File: src/rtl/instr_word_encoder.sv
// instr_word_encoder: packs mnemonic + fields into MIPS words and streams them
// with byte addresses through a small valid/ready output FIFO.
module instr_word_encoder #(
  parameter logic [31:0] BASE_ADDR  = 32'h0000_0000,
  parameter int          FIFO_DEPTH = 2
) (
  input  logic        clock,
  input  logic        reset,
  input  logic        in_valid,
  output logic        in_ready,
  input  logic [3:0]  in_op,
  input  logic [4:0]  in_rs,
  input  logic [4:0]  in_rt,
  input  logic [4:0]  in_rd,
  input  logic [4:0]  in_shamt,
  input  logic [15:0] in_imm,
  output logic        out_valid,
  input  logic        out_ready,
  output logic [31:0] out_word,
  output logic [31:0] out_addr,
  output logic        done,
  output logic        err_pulse,
  output logic [7:0]  err_count
);
  localparam int          AW       = $clog2(FIFO_DEPTH);
  localparam logic [AW:0] DEPTH    = (AW+1)'(FIFO_DEPTH);
  localparam logic [31:0] END_WORD = 32'hFFFF_FFFF;

  logic [31:0] r_mem [FIFO_DEPTH];
  logic [AW-1:0] r_wr_ptr, r_rd_ptr;
  logic [AW:0] r_count;
  logic [31:0] r_addr;
  logic r_end_pending, r_done, r_err_pulse;
  logic [7:0] r_err_count;

  logic [31:0] w_word;
  logic [5:0] w_funct, w_opcode;
  logic w_rtype, w_sll, w_end, w_illegal, w_accept, w_push, w_pop;

  assign w_rtype   = ~in_op[3];
  assign w_sll     = in_op == 4'd6;
  assign w_end     = in_op == 4'd13;
  assign w_illegal = in_op >= 4'd14;

  always_comb begin
    w_funct  = 6'b100000;
    w_opcode = 6'b000000;
    case (in_op)
      4'd1:    w_funct  = 6'b100001;
      4'd2:    w_funct  = 6'b100010;
      4'd3:    w_funct  = 6'b100100;
      4'd4:    w_funct  = 6'b100101;
      4'd5:    w_funct  = 6'b100111;
      4'd6:    w_funct  = 6'b000000;
      4'd7:    w_funct  = 6'b000111;
      4'd8:    w_opcode = 6'b001000;
      4'd9:    w_opcode = 6'b100011;
      4'd10:   w_opcode = 6'b101011;
      4'd11:   w_opcode = 6'b000100;
      4'd12:   w_opcode = 6'b000101;
      default: w_opcode = 6'b000000;
    endcase
    w_word = w_rtype ? {6'b0, w_sll ? 5'd0 : in_rs, in_rt, in_rd, w_sll ? in_shamt : 5'd0, w_funct}
           : w_end   ? END_WORD
           : {w_opcode, in_rs, in_rt, in_imm};
  end

  // No bypass: a full FIFO refuses input even when the head is popped this cycle
  assign in_ready  = (r_count < DEPTH) & ~r_done & ~r_end_pending;
  assign w_accept  = in_valid & in_ready;
  assign w_push    = w_accept & ~w_illegal;
  assign w_pop     = out_valid & out_ready;
  assign out_valid = r_count != '0;
  assign out_word  = out_valid ? r_mem[r_rd_ptr] : '0;
  assign out_addr  = r_addr;
  assign done      = r_done;
  assign err_pulse = r_err_pulse;
  assign err_count = r_err_count;

  always_ff @(posedge clock)
    if (w_push) r_mem[r_wr_ptr] <= w_word;

  always_ff @(posedge clock or posedge reset) begin
    if (reset) begin
      r_wr_ptr      <= '0;
      r_rd_ptr      <= '0;
      r_count       <= '0;
      r_addr        <= BASE_ADDR;
      r_end_pending <= 1'b0;
      r_done        <= 1'b0;
      r_err_pulse   <= 1'b0;
      r_err_count   <= 8'd0;
    end else begin
      r_wr_ptr      <= w_push ? r_wr_ptr + AW'(1) : r_wr_ptr;
      r_rd_ptr      <= w_pop ? r_rd_ptr + AW'(1) : r_rd_ptr;
      r_count       <= r_count + (AW+1)'(w_push) - (AW+1)'(w_pop);
      r_addr        <= w_pop ? r_addr + 32'd4 : r_addr;
      r_end_pending <= r_end_pending | (w_push & w_end);
      // Legal encodings never use opcode 111111, so all-ones identifies END
      r_done        <= r_done | (w_pop & (out_word == END_WORD));
      r_err_pulse   <= w_accept & w_illegal;
      r_err_count   <= (w_accept & w_illegal & (r_err_count != 8'hFF)) ? r_err_count + 8'd1 : r_err_count;
    end
  end
endmodule

File: config.mk
export PLATFORM = sky130hd
export DESIGN_NAME = instr_word_encoder
export DESIGN_NICKNAME = d
export VERILOG_FILES = /design/src/rtl/instr_word_encoder.sv
export SDC_FILE = /design/constraint.sdc
export NUM_CORES = 1
export LEC_CHECK = 0
export CORE_ASPECT_RATIO = 0.7
export CORE_MARGIN = 1
export CORE_UTILIZATION = 35
export DETAILED_ROUTE_END_ITERATION = 7
export MAX_ROUTING_LAYER = met4
export PLACE_DENSITY = 0.59
export SKIP_CTS_REPAIR_TIMING = 1
export SLEW_MARGIN = 0
export SYNTH_ARGS = -nofsm -noshare
export SYNTH_HDL_FRONTEND = slang
export SYNTH_SLANG_ARGS = --single-unit
File: constraint.sdc
create_clock -name clock -period 4 [get_ports clock]
set_input_delay 0.4 -clock clock [delete_from_list [all_inputs] [get_ports clock]]
set_output_delay 0.4 -clock clock [all_outputs]
set_load 0.05 [all_outputs]
# After elaboration in Yosys (flattened, before gate mapping)
# Memories as Yosys holds them, arrays and structs flattened.
# Index checks and enable logic that the tools add are counted.
[op_classes]
muxes = 9
add_sub_neg = 6
reduce_logical = 1
n_eq_ne = 15
bitwise = 14
order_cmp = 2
[ops]
columns = ["cell", "count"]
rows = [
  ["32-bit two-way mux", 3],
  ["6-bit case mux with 7 select lines", 1],
  ["32-bit by 3-bit adder with 32-bit output (second input constant)", 1],
  ["32-bit equality test (second input constant)", 1],
  ["6-bit case mux with 5 select lines", 1],
  ["4-bit equality test (second input constant)", 6],
  ["4-bit by 3-bit equality test with 1-bit output (second input constant)", 4],
  ["5-bit two-way mux", 2],
  ["1-bit bitwise AND", 9],
  ["8-bit by 1-bit adder with 8-bit output (second input constant)", 1],
  ["4-bit by 2-bit equality test with 1-bit output (second input constant)", 2],
  ["8-bit != test (second input constant)", 1],
  ["4-bit by 1-bit equality test with 1-bit output (second input constant)", 1],
  ["4-bit greater-or-equal comparator (second input constant)", 1],
  ["1-bit inverter", 3],
  ["1-bit adder (second input constant)", 2],
  ["2-bit by 1-bit adder with 2-bit output", 1],
  ["2-bit less-than comparator (second input constant)", 1],
  ["1-bit two-way mux", 2],
  ["1-bit OR", 2],
  ["2-bit nonzero test", 1],
  ["2-bit by 1-bit subtractor with 2-bit output", 1],
]
[totals]
out_inout_bits = 76
reg_bits = 47
mem_count = 1
input_bits = 44
ram_bits = 64
elab_cells = 56
[memory_table]
columns = ["name", "words", "word_bits", "read_ports", "rd_ports_with_merged_regs", "write_ports", "line_no", "rtl"]
rows = [
  ["r_mem", 2, 32, 1, 0, 1, "29", "logic [31:0] r_mem [FIFO_DEPTH];"],
]

# Depth between registers and ports, before layout
# Gate-level depths: netlist of the first run.
[depth]
ltp_word = 7
depth_mapped = 9

# Least setup slack after synthesis of the first run
# No wires, ideal clock.
[synth_path]
path_type = "reg2reg"
start = "register r_done, in the netlist done"
end = "memory r_mem[0][0], enable pin"
period_less_slack_ns = 3.977
setup_ns = 0.419
slack_ns = 0.023
t_required_ns = 3.581
arrival_ns = 3.558
stages_incl_launch_ff = 4
cell_sequence = "dfrtp_1 -> nor3_1 -> nand3_1 -> nor2_1"
[synth_between]
elab_chain_cells = 7
[synth_lines]
columns = ["element", "line_no", "rtl"]
rows = [
  ["start, declared", "33", "logic r_end_pending, r_done, r_err_pulse;"],
  ["start signal, assigned", "100", "r_done <= r_done | (w_pop & (out_word == END_WORD));"],
  ["1-bit inverter", "69", "assign in_ready = (r_count < DEPTH) & ~r_done & ~r_end_pending;"],
  ["1-bit bitwise AND (2 in a row)", "69", ""],
  ["via in_ready", "10", "output logic in_ready,"],
  ["1-bit bitwise AND", "70", "assign w_accept = in_valid & in_ready;"],
  ["1-bit bitwise AND", "71", "assign w_push = w_accept & ~w_illegal;"],
  ["1-bit two-way mux", "81", "if (w_push) r_mem[r_wr_ptr] <= w_word;"],
  ["1-bit two-way mux (implied by the code)", "81", ""],
  ["end, declared", "29", ""],
]
# The timed path passes the listed nets, and every way through them passes these cells.

# Worst setup path after layout of the first run
[layout_path]
start = "register r_rd_ptr"
end = "output port out_word[30]"
[layout_between]
elab_chain_cells = 2
[layout_lines]
columns = ["element", "line_no", "rtl"]
rows = [
  ["start, declared", "30", "logic [AW-1:0] r_wr_ptr, r_rd_ptr;"],
  ["start signal, assigned", "95", "r_rd_ptr <= w_pop ? r_rd_ptr + AW'(1) : r_rd_ptr;"],
  ["memory read 2 x 32 bit", "--", ""],
  ["32-bit two-way mux", "74", "assign out_word = out_valid ? r_mem[r_rd_ptr] : '0;"],
  ["end, declared", "19", "output logic [31:0] out_word,"],
]
# Every way passes these cells.

==> out/results.env, run 1 <==
CLOCK_SINKS=107
HOLD_PATH.STARTPOINT='out_addr[31]'
FIN_SETUP_TNS_NS=0
POWER_SWITCHING_SHARE=0.424
DESIGN.FINAL.NETS=585
ANT_NETS=0
TOTAL_LEAKAGE_POWER_nW=2.59
SYNTH_EDF_COUNT=62
SYNTH_SEQ_CELLS=107
MIN_PATH_CELLS=1
FINAL.MIN_CLOCK_PERIOD_NS=3.07
SYNTH_ASYNC_SR_FLOP_SHARE=0.421
SETUP.WORST_PATH.END_CLASS='output port'
DRT-VIAS-PER-INSTANCE=4.88
OUTCOME='finished, final reports clean'
ACHIEVABLE-FREQUENCY_GHz=0.326
SKEW_NS=0.00757
LIBRARY_CELL_WITH_THE_LARGEST_SUMMED_AREA_AFTER_SYNTHESIS='sky130_fd_sc_hd__edfxtp_1'
RELSLEWSLACK=0.320
SYNTHDOMINANTCELLAREASHARE=0.375
FINALSETUPVIOLATIONS=0
INTERNAL-POWER_mW=2.59
GRT_OVERFLOW=0
WIRE_PER_INST_UM=15.7
IO_BUFFER_COUNT=117
HOLDCRITPATHCLASS='flop to flop'
CTS_TREE='yes'
SEQ_POWER_SHARE=0.349
TIMING.HOLD.WORST_ENDPOINT='out_addr[31]'
NUM_ANTENNA_CELLS=0
WORST-ENDPOINT-ARRIVAL_NS=2.67
IOS=120
CELL_AREA_AFTER_TECHNOLOGY_MAPPING_UM2=4960
ROWS=36
SEQ_AREA_UM2=2990
DETAIL_ROUTE.WIRELENGTH_UM=11500
DR_TOTAL_VIAS=3570
CLKTRANSATPATHREGS_NS=0.07
COMBINATIONAL_SHARE_OF_POWER=0.439
FINISH.UTILIZATION=0.478
MULTI_INPUT_AREA_UM2=1860
FLOORPLAN.INITIALDENSITY=0.358
FP.DIEW_UM=144
SYNTHESIS.AREA_PER_INSTANCE_UM2=11.6
AREA_DELTA_SYNTH_FINAL_PCT=33.7
CTS_HTREE_LEVELS=3
DRCVIOLATIONCOUNT=0
COREAREA_UM2=13900
RR_STARTPOINT='r_count[1]'
COUNT_OF_MAPPED_CELLS_OUT_OF_SYNTHESIS=427
LAYOUT_COMMONEST_CELL='sky130_fd_sc_hd__clkdlybuf4s50_1'
GRT_PASS1_VIAS=3460
MAX-VDD-IR-DROP_V=0.000264
DRT_PASS1_ITERATIONS=4
CRIT_PATH_CELL_TRACE='mux2i_1 > nor2_1 > clkdlybuf4s50_1'
SWITCHINGPOWER_mW=1.90
WARNING_COUNT_FROM_THE_YOSYS_RUN=0
FINAL-MAX-SLEW-VIOLATION-COUNT=0
REG2REG_SLACK_NS=1.49
CPMAXSTAGEDELAYCELL='sky130_fd_sc_hd__dfrtp_2'
SYNTHDISTINCTLIBCELLS=37
DIE_AREA_UM2=14700
YOSYS_MOST_USED_DFF='sky130_fd_sc_hd__edfxtp_1'
CHIPHEIGHT_UM=102
FF2FF_PATH_DEPTH=9
DP_HPWL_UM=8300
ROUTABILITYCONGESTION=0.829
ANTENNA_FOUND_INITIAL=0
PERIOD_UTILISATION_LAYOUT=0.767
CTS_MADE_BUFFERS=9
CLKLATENCYLATEPIN_NS=0.34
CP_SLOWEST_STAGE_DELAY_NS=1.04
POST_ROUTE_CELLS_DRIVE_ABOVE_1_SHARE=0.0480
CLOCKBUFFERDEPTH=2
CRIT_FANOUT=38
REG_TO_REG_ENDPOINT='r_count[1]'
FINAL.FILL_COUNT=1281
DRTITER0DRC=197
TIGHTESTPINTRANSITION_NS=1.02
GRT_FIRST_PASS_WIRELENGTH_UM=18000
GRT_MAX_DEGREE=46
DRV.MAX_CAP_VIOLATION_COUNT=0
CTSROOTBUFFERMASTER='sky130_fd_sc_hd__clkbuf_16'
POST_SYNTH_MAIN_AREA_CONTRIBUTORS='sky130_fd_sc_hd__edfxtp_1 38%, sky130_fd_sc_hd__dfrtp_1 23%, sky130_fd_sc_hd__mux2i_1 6.3%, sky130_fd_sc_hd__xnor2_1 5.8%, sky130_fd_sc_hd__nor2_1 4.6%'
POWER.DENSITY_CELL_AREA_nW_PER_UM2=677
SETUP.WORST_PATH.START_CLASS='flop'
SYNTH_SEQUENTIAL_AREA_RATIO=0.602
TIMING.CRITICAL_PATH.REQUIRED_NS=3.60
GROUTE.USAGE.OVERALL=0.168
MOSTFREQUENTLAYOUTCELLS='117 x sky130_fd_sc_hd__clkdlybuf4s50_1, 62 x sky130_fd_sc_hd__edfxtp_1, 58 x sky130_fd_sc_hd__nor2_1'
CRIT_TYPE='flop to output port'
HOLD_VIOL=0
UNREPAIRED_SETUP_ENDPOINTS_AFTER_GLOBAL_ROUTING='false'
POWER.SHARE.CLOCK=0.212
cell type report:
cell class,instances,area share
inverters,8,0.00452
flip-flops and latches,107,0.450
clock inverters,7,0.0149
well taps,190,0.0358
clock buffers,9,0.0339
multi-input cells,290,0.280
repair buffers,121,0.181
synth_stat cells (all sizes together) (6+ instances only):
cell type / instances
and4: 9
and2: 6
nand2: 27
a21oi: 17
nand3: 20
xnor2: 33
and3: 9
o21a: 6
nor2: 61
dfrtp: 45
nand2b: 6
nand4: 19
nor3: 7
clkbuf: 16
o21ai: 9
buf: 7
edfxtp: 62
inv: 8
xor2: 7
mux2i: 31
routing by layer:
metal  GRT usage  part of all wire  vias up
li1            -                 -     1748
met1       0.229              0.48     1728
met2       0.251              0.46       77
met3      0.0322             0.039       17
met4      0.0575             0.022        0
met5           -                 0        -
power groups by stage:
stage / logic [mW] / clock network, mW / registers, mW
2_1_floorplan: 1.26 / 0 / 1.63
5_1_grt: 2.09 / 1.02 / 1.60
4_1_cts: 2.00 / 0.980 / 1.57
3_3_place_gp: 1.99 / 0 / 1.58
3_5_place_dp: 1.99 / 0 / 1.59
6_report: 1.97 / 0.952 / 1.57
how the worst max path moves through the flow:
stage,endpoint,depth (start not counted),from
global route,out_word[1],4,r_count[1]
global placement,out_word[30],3,r_rd_ptr
detailed placement,r_mem[0][16],5,in_op[2]
finish,out_word[30],3,r_rd_ptr
CTS,out_word[23],3,r_rd_ptr
floorplan,r_mem[0][0],3,done
critical path: cells and delay by family (launching register included):
| family | cells | cell delay (ns) |
|---|---|---|
| DFF | 1 | 1.04 |
| buffers and inverters | 1 | 0.85 |
| and+or+nand+nor | 1 | 0.23 |
| muxes | 1 | 0.19 |
metrics by stage:
step                      hold WS (ns)  area [um2]  total power, mW  setup slack, ns  cells
after floorplan                  0.468        4970             2.89           0.0229    428
after CTS                        0.489        6640             4.55            0.889    732
final                            0.484        6640             4.49            0.933    732
after global placement           0.464        6310             3.57             1.29    716
after global routing             0.512        6640             4.71            0.754    732
after detailed placement         0.477        6310             3.59             1.22    716
cells by family after synthesis:
family	synth area share
adders and majority gates	0.0101
and+or+nand+nor	0.173
other	0.000755
AOI/OAI and AO/OA	0.0519
buffers and inverters	0.0267
xor gates and xnor gates	0.0706
muxes	0.0648
DFF	0.602
flip-flops by register name, summed over array words and instances (netlist names):
register       count
err_count          8
r_count            2
r_rd_ptr           1
r_wr_ptr           1
r_end_pending      1
out_addr          30
r_mem             62
err_pulse          1
done               1
(Power assumes the default switching activity.)
==> inputs of run 2 (changes only) <==
Clock period 4 ns to 3.1 ns, I/O delays scaled along.
==> out/results.env, run 2 (synthesized netlist as in run 1, its figures left out) <==
OUTCOME='finished, final reports clean'
SEQ_POWER_SHARE=0.342
CRIT_FANOUT=16
DPL-INSTANCE-AREA_UM2=6370
PERIOD_UTILISATION_LAYOUT=0.885
CTSROOTBUFFERMASTER='sky130_fd_sc_hd__clkbuf_16'
FINALSETUPVIOLATIONS=0
FINALHOLDWORSTSLACK_NS=0.436
COREAREA_UM2=13900
FP.DIEW_UM=144
CTS_MADE_BUFFERS=9
CP_SLOWEST_STAGE_DELAY_NS=0.83
CLOCKBUFFERDEPTH=2
TIGHTESTPINTRANSITION_NS=0.811
DETAIL_ROUTE.WIRELENGTH_UM=12300
IOS=120
DRCVIOLATIONCOUNT=0
HOLD_VIOL=0
DP_HPWL_UM=9200
WIRE_PER_INST_UM=16.6
LAYOUT_COMMONEST_CELL='sky130_fd_sc_hd__clkdlybuf4s50_1'
DR_TOTAL_VIAS=3639
POWER.SHARE.CLOCK=0.196
MAX-VDD-IR-DROP_V=0.000460
CLKLATENCYLATEPIN_NS=0.34
IO_BUFFER_COUNT=117
ROWS=36
FLOORPLAN.INITIALDENSITY=0.358
TOTAL_LEAKAGE_POWER_nW=2.62
RELSLEWSLACK=0.458
ACHIEVABLE-FREQUENCY_GHz=0.365
CTS_HTREE_LEVELS=3
DRTITER0DRC=173
FINAL-MAX-SLEW-VIOLATION-COUNT=0
CRIT_PATH_CELL_TRACE='buf_4 > mux2i_1 > nor2_1 > clkdlybuf4s50_1'
AREA_DELTA_SYNTH_FINAL_PCT=34.2
WORST-ENDPOINT-ARRIVAL_NS=2.43
INTERNAL-POWER_mW=3.27
ROUTABILITYCONGESTION=0.841
GROUTE.USAGE.OVERALL=0.177
CHIPHEIGHT_UM=102
TIMING.CRITICAL_PATH.REQUIRED_NS=2.79
SKEW_NS=0.00612
DRV.MAX_CAP_VIOLATION_COUNT=0
DESIGN.FINAL.NETS=592
FIN_SETUP_TNS_NS=0
LARGEST-REGISTER='r_mem'
POWER.DENSITY_CELL_AREA_nW_PER_UM2=859
SWITCHINGPOWER_mW=2.45
NUM_ANTENNA_CELLS=0
POWER_SWITCHING_SHARE=0.429
CLOCK_SINKS=107
COMBINATIONAL_SHARE_OF_POWER=0.462
FINAL.MIN_CLOCK_PERIOD_NS=2.74
HOLDCRITPATHCLASS='input pin to async pin'
CTS_TREE='yes'
LARGEST_REGISTER_FFS=62
CRIT_TYPE='flop to output port'
DIE_AREA_UM2=14700
MOSTFREQUENTLAYOUTCELLS='117 x sky130_fd_sc_hd__clkdlybuf4s50_1, 62 x sky130_fd_sc_hd__edfxtp_1, 58 x sky130_fd_sc_hd__nor2_1'
GRT_FIRST_PASS_WIRELENGTH_UM=19000
POST_ROUTE_CELLS_DRIVE_ABOVE_1_SHARE=0.0601
UNREPAIRED_SETUP_ENDPOINTS_AFTER_GLOBAL_ROUTING='false'
GRT_OVERFLOW=0
LAYOUT.CELL_AREA.NON_FILLER_UM2=6670
REG2REG_SLACK_NS=1.04
ANT_NETS=0
DRT_PASS1_ITERATIONS=4
SETUP.WORST_PATH.END_CLASS='output port'
CLKTRANSATPATHREGS_NS=0.07
ANTENNA_FOUND_INITIAL=0
FINISH.UTILIZATION=0.480
SETUP.WORST_PATH.START_CLASS='flop'
CPMAXSTAGEDELAYCELL='sky130_fd_sc_hd__clkdlybuf4s50_1'
GRT_PASS1_VIAS=3534
GRT_MAX_DEGREE=38
DRT-VIAS-PER-INSTANCE=4.92
==> run 2: layer usage <==
| metal | part of all wire | track usage | vias to the layer above | wire, um |
|---|---|---|---|---|
| met1 | 0.48 | 0.246 | 1780 | 5900 |
| met4 | 0.017 | 0.0510 | 0 | 205 |
| met3 | 0.035 | 0.0317 | 17 | 433 |
| li1 | - | - | 1748 | - |
| met5 | 0 | - | - | 0 |
| met2 | 0.47 | 0.265 | 94 | 5740 |
==> run 2: power by group through the flow <==
stage / registers (mW) / logic [mW] / clock network [mW]
2_1_floorplan: 2.11 / 1.63 / 0
3_3_place_gp: 1.98 / 2.65 / 0
3_5_place_dp: 1.98 / 2.67 / 0
4_1_cts: 1.96 / 2.67 / 1.15
5_1_grt: 1.99 / 2.80 / 1.20
6_report: 1.96 / 2.65 / 1.12
==> run 2: area by class of cell <==
| class | count | area (um2) |
|---|---|---|
| flip-flops and latches | 107 | 2990 |
| multi-input cells | 290 | 1860 |
| well taps | 190 | 238 |
| clock inverters | 7 | 68.8 |
| inverters | 8 | 30.0 |
| repair buffers | 128 | 1250 |
| fillers | 1268 | 7210 |
| clock buffers | 9 | 225 |
==> run 2: per-stage QoR <==
| stage | std cells | worst slack, ns | power [mW] |
|---|---|---|---|
| 2_1_floorplan | 428 | 0.115 | 3.74 |
| 3_3_place_gp | 723 | 0.739 | 4.63 |
| 3_5_place_dp | 723 | 0.673 | 4.66 |
| 4_1_cts | 739 | 0.340 | 5.78 |
| 5_1_grt | 739 | 0.223 | 5.99 |
| 6_report | 739 | 0.358 | 5.72 |
==> run 2: worst max-delay path: cells and delay by family (launching register included) <==
kind          cells  cell delay (ns)
buf+inv           2             1.18
mux               1             0.12
flops             1             0.62
simple gates      1             0.16
==> run 2: path summary, 6_finish.rpt <==
path | start | depth (start not counted) | endpoint
setup / recovery | r_rd_ptr | 4 | out_word[30]
hold / removal | reset | 2 | err_count[2]
setup reg to reg | r_count[1] | 9 | r_count[1]
hold reg to reg | out_addr[31] | 1 | out_addr[31]
max in group asynchronous | reset | 3 | out_addr[26]
min in group clock | out_addr[31] | 1 | out_addr[31]
==> inputs of run 3 (changes only) <==
Settings changed: ABC_AREA set to 1, CORE_MARGIN 1 to 2, PLACE_DENSITY 0.59 to 0.58, TNS_END_PERCENT set to 10.
==> out/results.env, run 3 <==
YOSYS_MOST_USED_DFF='sky130_fd_sc_hd__edfxtp_1'
SEQ_POWER_SHARE=0.297
ANTENNA_FOUND_INITIAL=0
SWITCHINGPOWER_mW=2.52
ROUTABILITYCONGESTION=0.879
POWER.DENSITY_CELL_AREA_nW_PER_UM2=797
POWER.SHARE.CLOCK=0.187
CLOCKBUFFERDEPTH=2
DETAIL_ROUTE.WIRELENGTH_UM=13700
INTERNAL-POWER_mW=3.05
CRIT_FANOUT=17
POST_SYNTH_MAIN_AREA_CONTRIBUTORS='sky130_fd_sc_hd__edfxtp_1 35%, sky130_fd_sc_hd__dfrtp_1 21%, sky130_fd_sc_hd__nand2_1 15%, sky130_fd_sc_hd__a21oi_1 3.7%, sky130_fd_sc_hd__nand3_1 3.5%'
SYNTHDISTINCTLIBCELLS=35
CTS_MADE_BUFFERS=9
PERIOD_UTILISATION_LAYOUT=0.756
TIGHTESTPINTRANSITION_NS=0.973
WARNING_COUNT_FROM_THE_YOSYS_RUN=0
DRT-VIAS-PER-INSTANCE=4.73
ANT_NETS=0
POST_SYNTH_MOST_FREQUENT_CELLS='217 x sky130_fd_sc_hd__nand2_1, 62 x sky130_fd_sc_hd__edfxtp_1, 45 x sky130_fd_sc_hd__dfrtp_1, 39 x sky130_fd_sc_hd__a21oi_1, 39 x sky130_fd_sc_hd__nor2_1'
GRT_OVERFLOW=0
SETUP_SLACK_NS=0.755
MULTI_INPUT_AREA_UM2=2050
DRCVIOLATIONCOUNT=0
GRT_MAX_DEGREE=46
DRT_PASS1_ITERATIONS=4
DPL-INSTANCE-AREA_UM2=6730
CTS_TREE='yes'
SYNTH_SEQ_CELLS=107
CLKTRANSATPATHREGS_NS=0.07
CELL_AREA_AFTER_TECHNOLOGY_MAPPING_UM2=5290
CRIT_TYPE='flop to output port'
LAYOUT_COMMONEST_CELL='sky130_fd_sc_hd__nand2_1'
COMBINATIONAL_SHARE_OF_POWER=0.515
POST_ROUTE_CELLS_DRIVE_ABOVE_1_SHARE=0.112
AREA_DELTA_SYNTH_FINAL_PCT=32.2
FLOORPLAN.INITIALDENSITY=0.359
MOSTFREQUENTLAYOUTCELLS='217 x sky130_fd_sc_hd__nand2_1, 85 x sky130_fd_sc_hd__clkdlybuf4s50_1, 62 x sky130_fd_sc_hd__edfxtp_1'
WIRE_PER_INST_UM=15.1
COUNT_OF_MAPPED_CELLS_OUT_OF_SYNTHESIS=590
SYNTHESIS.AREA_PER_INSTANCE_UM2=8.96
CTSROOTBUFFERMASTER='sky130_fd_sc_hd__clkbuf_16'
FINALSETUPVIOLATIONS=0
SETUP.WORST_PATH.END_CLASS='output port'
ACHIEVABLE-FREQUENCY_GHz=0.426
COREAREA_UM2=14700
DIE_AREA_UM2=16100
YOSYSMOSTFREQUENTCELL='sky130_fd_sc_hd__nand2_1'
RELSLEWSLACK=0.351
FINAL.MIN_CLOCK_PERIOD_NS=2.35
LARGEST_REGISTER_FFS=62
TOTAL_LEAKAGE_POWER_nW=3.00
IOS=120
PLACE_WS_NS=0.716
FINAL.FILL_COUNT=1399
LIBRARY_CELL_WITH_THE_LARGEST_SUMMED_AREA_AFTER_SYNTHESIS='sky130_fd_sc_hd__edfxtp_1'
PLACE.DETAILED.INSTANCES=893
GRT_FIRST_PASS_WIRELENGTH_UM=21300
GRT_PASS1_VIAS=4112
GROUTE.USAGE.OVERALL=0.179
SKEW_NS=0.0133
FINAL-MAX-SLEW-VIOLATION-COUNT=0
FIN_SETUP_TNS_NS=0
CHIPHEIGHT_UM=107
SYNTH_SEQUENTIAL_AREA_RATIO=0.565
UNREPAIRED_SETUP_ENDPOINTS_AFTER_GLOBAL_ROUTING='false'
CLKLATENCYLATEPIN_NS=0.35
FP.DIEW_UM=151
DR_TOTAL_VIAS=4303
LAYOUT.CELL_AREA.NON_FILLER_UM2=6990
TIMING.CRITICAL_PATH.REQUIRED_NS=2.79
CLOCK_SINKS=107
DRV.MAX_CAP_VIOLATION_COUNT=0
IO_BUFFER_COUNT=117
HOLDCRITPATHCLASS='input pin to async pin'
MAX-VDD-IR-DROP_V=0.000598
HOLD_VIOL=0
DP_HPWL_UM=9960
CTS_HTREE_LEVELS=3
OUTCOME='finished, final reports clean'
DESIGN.FINAL.NETS=757
POWER_SWITCHING_SHARE=0.453
SYNTH_EDF_COUNT=62
ROWS=37
SYNTHDOMINANTCELLAREASHARE=0.352
SYNTH_ASYNC_SR_FLOP_SHARE=0.421
FIN_CELLS=909
NUM_ANTENNA_CELLS=0
LARGEST-REGISTER='r_mem'
DRTITER0DRC=213
SEQ_AREA_UM2=2990
SETUP.WORST_PATH.START_CLASS='flop'
WORST-ENDPOINT-ARRIVAL_NS=2.04
TOTAL_POWER_mW=5.57
## run 3: layer usage
metal,track usage,vias up,wire [um]
met4,0.0461,0,144
met3,0.0383,9,681
li1,-,2176,-
met1,0.249,2023,6650
met2,0.268,95,6200
met5,-,-,0
## run 3: layout make-up
class / count / area share
flip-flops and latches: 107 / 0.427
multi-input cells: 423 / 0.294
repair buffers: 126 / 0.184
well taps: 195 / 0.0349
clock buffers: 11 / 0.0333
inverters: 42 / 0.0226
clock inverters: 5 / 0.00430
## run 3: cells by family after synthesis
logic type                 count (synthesis)  synth area share
and+or+nand+nor                          338             0.280
AOI/OAI and AO/OA                         51            0.0483
DFF                                      107             0.565
other                                      1          0.000709
adders and majority gates                  4           0.00947
xor gates and xnor gates                  27            0.0462
muxes                                      1           0.00213
buffers and inverters                     61            0.0480
## run 3: path summary, 6_finish.rpt
path | slack (ns) | start | cells after the start | endpoint
worst max-delay path | 0.75 | r_count[1] | 3 | out_valid
worst min-delay path | 0.49 | reset | 2 | out_addr[22]
worst max register to register | 1.00 | r_count[1] | 6 | r_mem[1][10]
worst min register to register | 0.50 | out_addr[31] | 2 | out_addr[31]
max in group asynchronous | 1.98 | reset | 2 | r_count[1]
min in group clock | 0.50 | out_addr[31] | 2 | out_addr[31]
## run 3: power groups by stage
stage                     combinational, mW  clock [mW]  sequential, mW
after floorplan                        1.71           0            1.82
after global placement                 2.87           0            1.68
after detailed placement               2.88           0            1.69
after CTS                              2.90        1.07            1.66
after global routing                   3.04        1.12            1.66
final                                  2.87        1.04            1.65
## run 3: stage by stage
step	util	hold WS, ns
finish	0.475	0.486
global route	0.475	0.540
CTS	0.475	0.507
detailed placement	0.457	0.484
global placement	0.457	0.472
floorplan	-	0.454
## run 3: worst max-delay path, stage by stage (launching register included)
cell,delay (ns)
sky130_fd_sc_hd__dfrtp_1,0.45
sky130_fd_sc_hd__nor2_4,0.06
sky130_fd_sc_hd__inv_2,0.30
sky130_fd_sc_hd__clkdlybuf4s50_1,0.88
